--- src/rtl/clkgate_ctrl_pkg.sv ---
// Shared types and elaboration helpers for the clock-gate enable controller.
package clkgate_ctrl_pkg;

    typedef enum logic [1:0] {
        StRun      = 2'd0,
        StIdleWait = 2'd1,
        StOff      = 2'd2,
        StWake     = 2'd3
    } cg_state_t;

    function automatic bit cg_params_legal(int unsigned idle_cycles, int unsigned wake_cycles);
        return (idle_cycles >= 1) && (wake_cycles >= 1);
    endfunction

    // A single-value window still needs a one-bit counter.
    function automatic int unsigned cg_cnt_width(int unsigned idle_cycles,
                                                 int unsigned wake_cycles);
        int unsigned m;
        m = (idle_cycles > wake_cycles) ? idle_cycles : wake_cycles;
        return (m < 2) ? 1 : $clog2(m);
    endfunction

endpackage

--- src/rtl/clkgate_ctrl_cnt.sv ---
// Loadable down-counter with zero flag, shared by the idle and wake windows.
module clkgate_ctrl_cnt #(
    parameter int unsigned Width = 4
) (
    input  logic             clk_i,
    input  logic             rst_ni,
    input  logic             load_i,
    input  logic [Width-1:0] load_val_i,
    input  logic             dec_i,
    output logic [Width-1:0] cnt_o,
    output logic             zero_o
);

    logic [Width-1:0] cnt_d, cnt_q;

    always_comb begin
        cnt_d = cnt_q;
        if (load_i) begin
            cnt_d = load_val_i;
        end else if (dec_i && (cnt_q != '0)) begin
            cnt_d = cnt_q - Width'(1);
        end
    end

    always_ff @(posedge clk_i) begin
        if (!rst_ni) begin
            cnt_q <= '0;
        end else begin
            cnt_q <= cnt_d;
        end
    end

    assign cnt_o  = cnt_q;
    assign zero_o = (cnt_q == '0);

endmodule

--- src/rtl/clkgate_enable_ctrl.sv ---
// Idle-detect controller producing the registered enable for a downstream clock-gating cell.
module clkgate_enable_ctrl
    import clkgate_ctrl_pkg::*;
#(
    parameter int unsigned IDLE_CYCLES = 16,
    parameter int unsigned WAKE_CYCLES = 2,
    parameter int unsigned GCNT_W      = 16
) (
    input  logic              CK,
    input  logic              RN,
    input  logic              busy,
    input  logic              wake_req,
    input  logic              force_on,
    output logic              E,
    output logic              wake_ack,
    output logic              gated,
    output logic [GCNT_W-1:0] gate_count
);

    localparam int unsigned CntW = cg_cnt_width(IDLE_CYCLES, WAKE_CYCLES);
    localparam logic [CntW-1:0] IdleLoad = CntW'(IDLE_CYCLES - 1);
    localparam logic [CntW-1:0] WakeLoad = CntW'(WAKE_CYCLES - 1);

    if (!cg_params_legal(IDLE_CYCLES, WAKE_CYCLES)) begin : g_bad_params
        $error("clkgate_enable_ctrl: IDLE_CYCLES and WAKE_CYCLES must both be >= 1");
    end

    cg_state_t         state_d, state_q;
    logic              act, wake;
    logic              cnt_load, cnt_dec, cnt_zero, gate_inc;
    logic [CntW-1:0]   cnt_val, cnt_unused;
    logic              e_q, wake_ack_q, gated_q;
    logic [GCNT_W-1:0] gate_count_q;

    assign act  = busy | wake_req | force_on;
    assign wake = wake_req | force_on;

    clkgate_ctrl_cnt #(
        .Width (CntW)
    ) u_cnt (
        .clk_i      (CK),
        .rst_ni     (RN),
        .load_i     (cnt_load),
        .load_val_i (cnt_val),
        .dec_i      (cnt_dec),
        .cnt_o      (cnt_unused),
        .zero_o     (cnt_zero)
    );

    always_comb begin
        state_d  = state_q;
        cnt_load = 1'b0;
        cnt_val  = '0;
        cnt_dec  = 1'b0;
        gate_inc = 1'b0;
        unique case (state_q)
            StRun: begin
                if (!act) begin
                    state_d  = StIdleWait;
                    cnt_load = 1'b1;
                    cnt_val  = IdleLoad;
                end
            end
            StIdleWait: begin
                if (act) begin
                    state_d = StRun;
                end else if (cnt_zero) begin
                    state_d  = StOff;
                    gate_inc = 1'b1;
                end else begin
                    cnt_dec = 1'b1;
                end
            end
            // busy is ignored here: the domain has no clock to act on it.
            StOff: begin
                if (wake) begin
                    state_d  = StWake;
                    cnt_load = 1'b1;
                    cnt_val  = WakeLoad;
                end
            end
            StWake: begin
                if (cnt_zero) begin
                    state_d = StRun;
                end else begin
                    cnt_dec = 1'b1;
                end
            end
        endcase
    end

    // Outputs decode the next state so they move on the same edge as the transition.
    always_ff @(posedge CK) begin
        if (!RN) begin
            state_q      <= StRun;
            e_q          <= 1'b1;
            wake_ack_q   <= 1'b0;
            gated_q      <= 1'b0;
            gate_count_q <= '0;
        end else begin
            state_q    <= state_d;
            e_q        <= (state_d != StOff);
            wake_ack_q <= (state_d == StRun) || (state_d == StIdleWait);
            gated_q    <= (state_d == StOff);
            if (gate_inc && (gate_count_q != '1)) begin
                gate_count_q <= gate_count_q + GCNT_W'(1);
            end
        end
    end

    assign E          = e_q;
    assign wake_ack   = wake_ack_q;
    assign gated      = gated_q;
    assign gate_count = gate_count_q;

endmodule
--- config.mk ---
export PLATFORM = sky130hd
export DESIGN_NAME = clkgate_enable_ctrl
export DESIGN_NICKNAME = d
export VERILOG_FILES = /design/src/rtl/clkgate_ctrl_pkg.sv /design/src/rtl/clkgate_ctrl_cnt.sv /design/src/rtl/clkgate_enable_ctrl.sv
export SDC_FILE = /design/constraint.sdc
export NUM_CORES = 1
export LEC_CHECK = 0
export ABC_AREA = 1
export CAP_MARGIN = 30
export CORE_ASPECT_RATIO = 0.8
export CORE_MARGIN = 8
export CORE_UTILIZATION = 47
export CTS_CLUSTER_DIAMETER = 60
export CTS_CLUSTER_SIZE = 12
export DETAILED_ROUTE_END_ITERATION = 8
export PLACE_DENSITY = 0.75
export SETUP_SLACK_MARGIN = 0.15
export SLEW_MARGIN = 20
export SYNTH_ARGS = -nofsm -noshare
export SYNTH_HDL_FRONTEND = slang
export SYNTH_SLANG_ARGS = --single-unit
--- constraint.sdc ---
create_clock -name CK -period 1.6 [get_ports CK]
set_input_delay 0.32 -clock CK [delete_from_list [all_inputs] [get_ports CK]]
set_output_delay 0.32 -clock CK [all_outputs]
set_load 0.005 [all_outputs]
# Yosys cells after proc, flatten, opt, wreduce, memory -nomap -nowiden
# Cells that the tools add are included.
classes:
  n_mul: 0
  n_div: 0
  shifts: 0
  n_addsub: 2
  eq_ne: 7
  order_cmp: 0
  bitwise_logic: 3
  muxes: 20
  n_reduce_logical: 8
op_table:
  columns: ["operator", "count"]
  rows:
  - ["$add 16x1->16 const B", 1]
  - ["$ne 16x16->1 const B", 1]
  - ["$mux 4", 3]
  - ["$mux 2", 5]
  - ["$mux 1", 8]
  - ["$pmux 2 s4", 1]
  - ["$pmux 4 s2", 1]
  - ["$eq 2x2->1 const B", 3]
  - ["$eq 2x1->1 const B", 2]
  - ["$logic_not 2->1", 2]
  - ["$logic_not 4->1", 1]
  - ["$pmux 1 s2", 2]
  - ["$reduce_bool 4->1", 1]
  - ["$sub 4x1->4 const B", 1]
  - ["$or 1x1->1", 3]
  - ["$logic_and 1x1->1", 2]
  - ["$ne 2x2->1 const B", 1]
  - ["$reduce_bool 2->1", 1]
  - ["$logic_or 1x1->1", 1]
totals:
  inputBits: 5
  memories: 0
  ff_bits: 25
  elab_cells: 46
  latchBits: 0
  rom_bits: 0
  ramBits: 0

# Depth between registers and ports, before layout
logic_depth:
  depth_word: 7
  mapped_depth: 10
  ltp_nobuf: 9

# By module
# From an unflattened synthesis, not the netlist that was laid out.
hier_totals:
  hier_cells: 216
  hier_area_um2: 1423.9
modules_own_cells:
  columns: ["module", "seq_area_each_um2", "cells_each", "n_inst", "area_each_um2"]
  rows:
  - ["clkgate_enable_ctrl", 420.4, 175, 1, 1149.9]
  - ["clkgate_ctrl_cnt", 80.1, 41, 1, 274.0]

# Worst setup path after synthesis
# OpenSTA, ideal clock, no wires.
synth_timing:
  path_type: "flip-flop to flip-flop"
  from: "register gate_count_q[0] (netlist: gate_count[0])"
  to: "register gate_count_q[7] (netlist: gate_count[7])"
  path_stages_with_launch: 10
  arrival_time_ns: 1.391
  path_slack_ns: 0.076
  path_buffers: 1
  setup_time_ns: 0.132
  cell_sequence: "dfxtp_1 -> ha_1 -> inv_1 -> nor2_4 -> nand2_2 -> nor2_4 -> nor2_2 -> buf_4 -> nand2_1 -> a21oi_1"
synth_between:
  elab_chain_len: 2
  word_cells_on_any_way: 3
  classes_between: "add/sub (1); eq/ne (1); reduce/logical (1)"
synth_rtl:
  columns: ["element", "line_no", "source"]
  rows:
  - ["start, declared", "clkgate_enable_ctrl.sv:33", "logic [GCNT_W-1:0] gate_count_q;"]
  - ["start signal, assigned", "clkgate_enable_ctrl.sv:106", "gate_count_q <= gate_count_q + GCNT_W'(1);"]
  - ["parallel branches: the longest is 2 deep, another holds $add 16x1->16", null, null]
# Several ways; the timed one is not identified.
# A chain may end at the register's enable or synchronous reset.

# Worst setup path after layout
layout_timing:
  from: "register gate_count_q[7] (netlist: gate_count[7])"
  to: "register gate_count_q[14] (netlist: gate_count[14])"
# Same word-level chain as after synthesis.

==> impl_metrics.py <==
metrics = {
    "run_status": {
        "status": "completed",
    },
    "final_layout": {
        "fillCellCount": 209,
        "multiInputGateArea_um2": 972,
        "area.sequential_um2": 551,
        "area_growth_pct": 57.4,
        "final_util": 0.755,
        "diodes": 0,
        "layout_commonest_cell": "nand2_1",
        "nets": 288,
        "final_cell_mix": "nand2_1, buf_4, nor2_1",
        "drive_gt1_frac": 0.346,
    },
    "sta": {
        "slew_viol_final": 0,
        "fin_skew_ns": 0.00477,
        "finalSetupViolCount": 0,
        "hold_violations": 0,
        "slew-limit-headroom": 0.774,
        "tightest_slew_ns": 0.338,
        "fmax_mhz": 701,
        "period_minus_slack_ns": 1.43,
        "rsz0062_at_grt": "true",
        "fin_ws_ns": 0.174,
        "period_share": 0.891,
    },
    "setup_path": {
        "cp-start-kind": "flip-flop",
        "arrival_ns": 1.59,
        "path_cells": "buf_4, nand2_2, nor2_4, nand2_4, nor2_4, nor2_4, clkbuf_16, nand2_2, a21oi_2",
        "cp_slowest_cell": "dfxtp_4",
        "crit_family": "simple AND/OR/NAND/NOR gates",
        "endpoint_kind": "flip-flop",
        "crit_type": "reg -> reg",
        "required_ns": 1.76,
        "cp_common_cell": "nor2_4",
        "crit_path_max_fanout": 7,
        "critPathMaxStageDelay_ns": 0.35,
        "crit_buf_inv": 2,
    },
    "synthesis": {
        "ys_async_sr_fraction": 0,
        "synth_seq_area_share": 0.348,
        "synth-seq-cells": 25,
        "synth-compound-area-share": 0.0836,
        "synth.avg_cell_area_um2": 6.51,
        "synth_largest_area_cell": "dfxtp_1",
        "netlist_instances": 221,
        "synth-xor-area-share": 0.0548,
        "synth_edf_count": 0,
        "ys_types": 23,
        "ys.flop_type": "dfxtp_1",
        "yosys.area_share.simple": 0.415,
        "synth_top_family_by_area": "simple AND/OR/NAND/NOR gates",
        "yosys-top-cells-area": "dfxtp_1, nand2_1, a21oi_1",
        "synth.net_count": 228,
        "synthesis.area_mm2": 0.00144,
        "synth_top_area_share": 0.348,
        "synth_fa_ha_area_frac": 0.0174,
        "synth.area.mux_share": 0,
        "ys.warnings.count": 0,
    },
    "route": {
        "viasPerCell": 5.07,
        "final_antenna_net_count": 0,
        "drc": 0,
        "wl_per_cell_um": 13.3,
        "wl_um": 4270,
        "dr.first_iter.drc_count": 131,
        "vias": 1623,
        "firstDrtPassIters": 4,
    },
    "power": {
        "power_density_mw_per_mm2": 494,
        "irDropWorstVdd_mv": 0.485,
        "p_leak_nw": 1.16,
    },
    "floorplan": {
        "die_h_um": 65.5,
        "io_pins": 24,
        "core_area_mm2": 0.00300,
        "num_rows": 18,
        "start_util": 0.480,
        "die_x_um": 77.8,
        "die_area_mm2": 0.00510,
    },
    "min_path": {
        "min_path_type": "reg -> reg",
    },
    "placed_design": {
        "dpl_worst_slack_ns": -0.168,
        "numPortBuffers": 23,
        "gp_congestion": 0.909,
        "dpl.hpwl_um": 2580,
    },
    "clock_tree": {
        "clk_path_buf_depth": 2,
        "cts.clk_slew.worst_paths_ns": 0.09,
        "clkSinkCount": 25,
        "clockRootBuffer": "clkbuf_8",
        "numCtsBuffers": 3,
        "hold_buffers": 0,
        "clock_latency_ns": 0.27,
        "cts_tree": "yes",
        "htreeDepth": 1,
    },
    "grt": {
        "grt_pass1_wl_um": 6600,
        "grt.overflow.total": 0,
        "grt_max_degree": 20,
        "grt_pass1_vias": 1406,
        "grt_use_total": 0.157,
        "grt_antenna_before_repair": 0,
    },
    "flow_run": {
        "maxCapViolCount": 0,
    },
}
-- synthesized netlist by cell type, types with 4 or more instances --
| cell type | number |
|---|---|
| nand2_1 | 72 |
| dfxtp_1 | 25 |
| nor2_1 | 24 |
| inv_1 | 22 |
| a21oi_1 | 18 |
| nand3_1 | 15 |
| nand4_1 | 9 |
| o21ai_0 | 6 |
| xnor2_1 | 5 |
| nor2_4 | 4 |
| xor2_1 | 4 |
-- worst paths after layout --
path,slack [ns],start,cells after the start,to
worst max register to register,0.17,gate_count[7],9,gate_count[14]
worst min-delay path,0.48,u_cnt.cnt_o[1],2,u_cnt.cnt_o[1]
worst min register to register,0.48,u_cnt.cnt_o[1],2,u_cnt.cnt_o[1]
worst max-delay path,0.17,gate_count[7],9,gate_count[14]
-- stage by stage --
| stage | TNS (ns) | instances | area [um^2] | hold slack, ns | power [mW] |
|---|---|---|---|---|---|
| floorplan | 0 | 221 | 1440 | 0.436 | 0.706 |
| global placement | -1.91 | 293 | 1800 | 0.473 | 0.740 |
| detailed placement | -3.05 | 293 | 1800 | 0.477 | 0.743 |
| CTS | 0 | 313 | 2070 | 0.493 | 1.11 |
| global route | 0 | 320 | 2260 | 0.513 | 1.16 |
| finish | 0 | 320 | 2260 | 0.483 | 1.12 |
-- cell families after synthesis --
kind of cell | Yosys count
AND/OR/NAND/NOR | 133
adder cells (fa/ha/maj) | 2
XOR/XNOR | 9
flip-flops | 25
buffers and inverters | 28
AO/OA/AOI/OAI | 24
-- state kept, by name, indices dropped and copies added (netlist names) --
signal and flops:
gated 1, E 1, u_cnt.cnt_o 4, state_q 2, gate_count 16, wake_ack 1
-- routing by layer --
layer / track usage / up-vias / routed length [um] / part of all wire
met1: 0.222 / 730 / 1990 / 0.47
li1: - / 829 / - / -
met5: 0 / - / 0 / 0
met3: 0.0395 / 8 / 272 / 0.064
met4: 0.0423 / 0 / 81 / 0.019
met2: 0.228 / 56 / 1930 / 0.45
-- report_power, final --
part           total [mW]  internal [mW]  switching, mW  leakage (nW)
Combinational       0.117         0.0538         0.0636         0.918
Clock               0.378          0.178          0.200        0.0228
Sequential          0.621          0.613        0.00821         0.215
-- worst reg2reg max path: cells and delay by family, from the launching register on --
kind                   cells  cell delay, ns
AO/OA/AOI/OAI              1            0.04
AND/OR/NAND/NOR            6            0.64
buffers and inverters      2            0.30
flip-flops                 1            0.35
-- area by class of cell --
type / instances / share of cell area
clock buffers: 4 / 0.0199
inverters: 25 / 0.0442
multi-input cells: 169 / 0.430
flip-flops and latches: 25 / 0.243
repair buffers: 57 / 0.241
well taps: 40 / 0.0221
-- repair_timing --
action                                 CTS  global route
pin swaps                                6            16
cloned                                   1             1
setup endpoints to repair               32            32
endpoints found under the hold margin    0             0
buffers inserted                        15             6
gates resized for setup                 42            48
No activity file was read; power rests on OpenSTA's default activity.
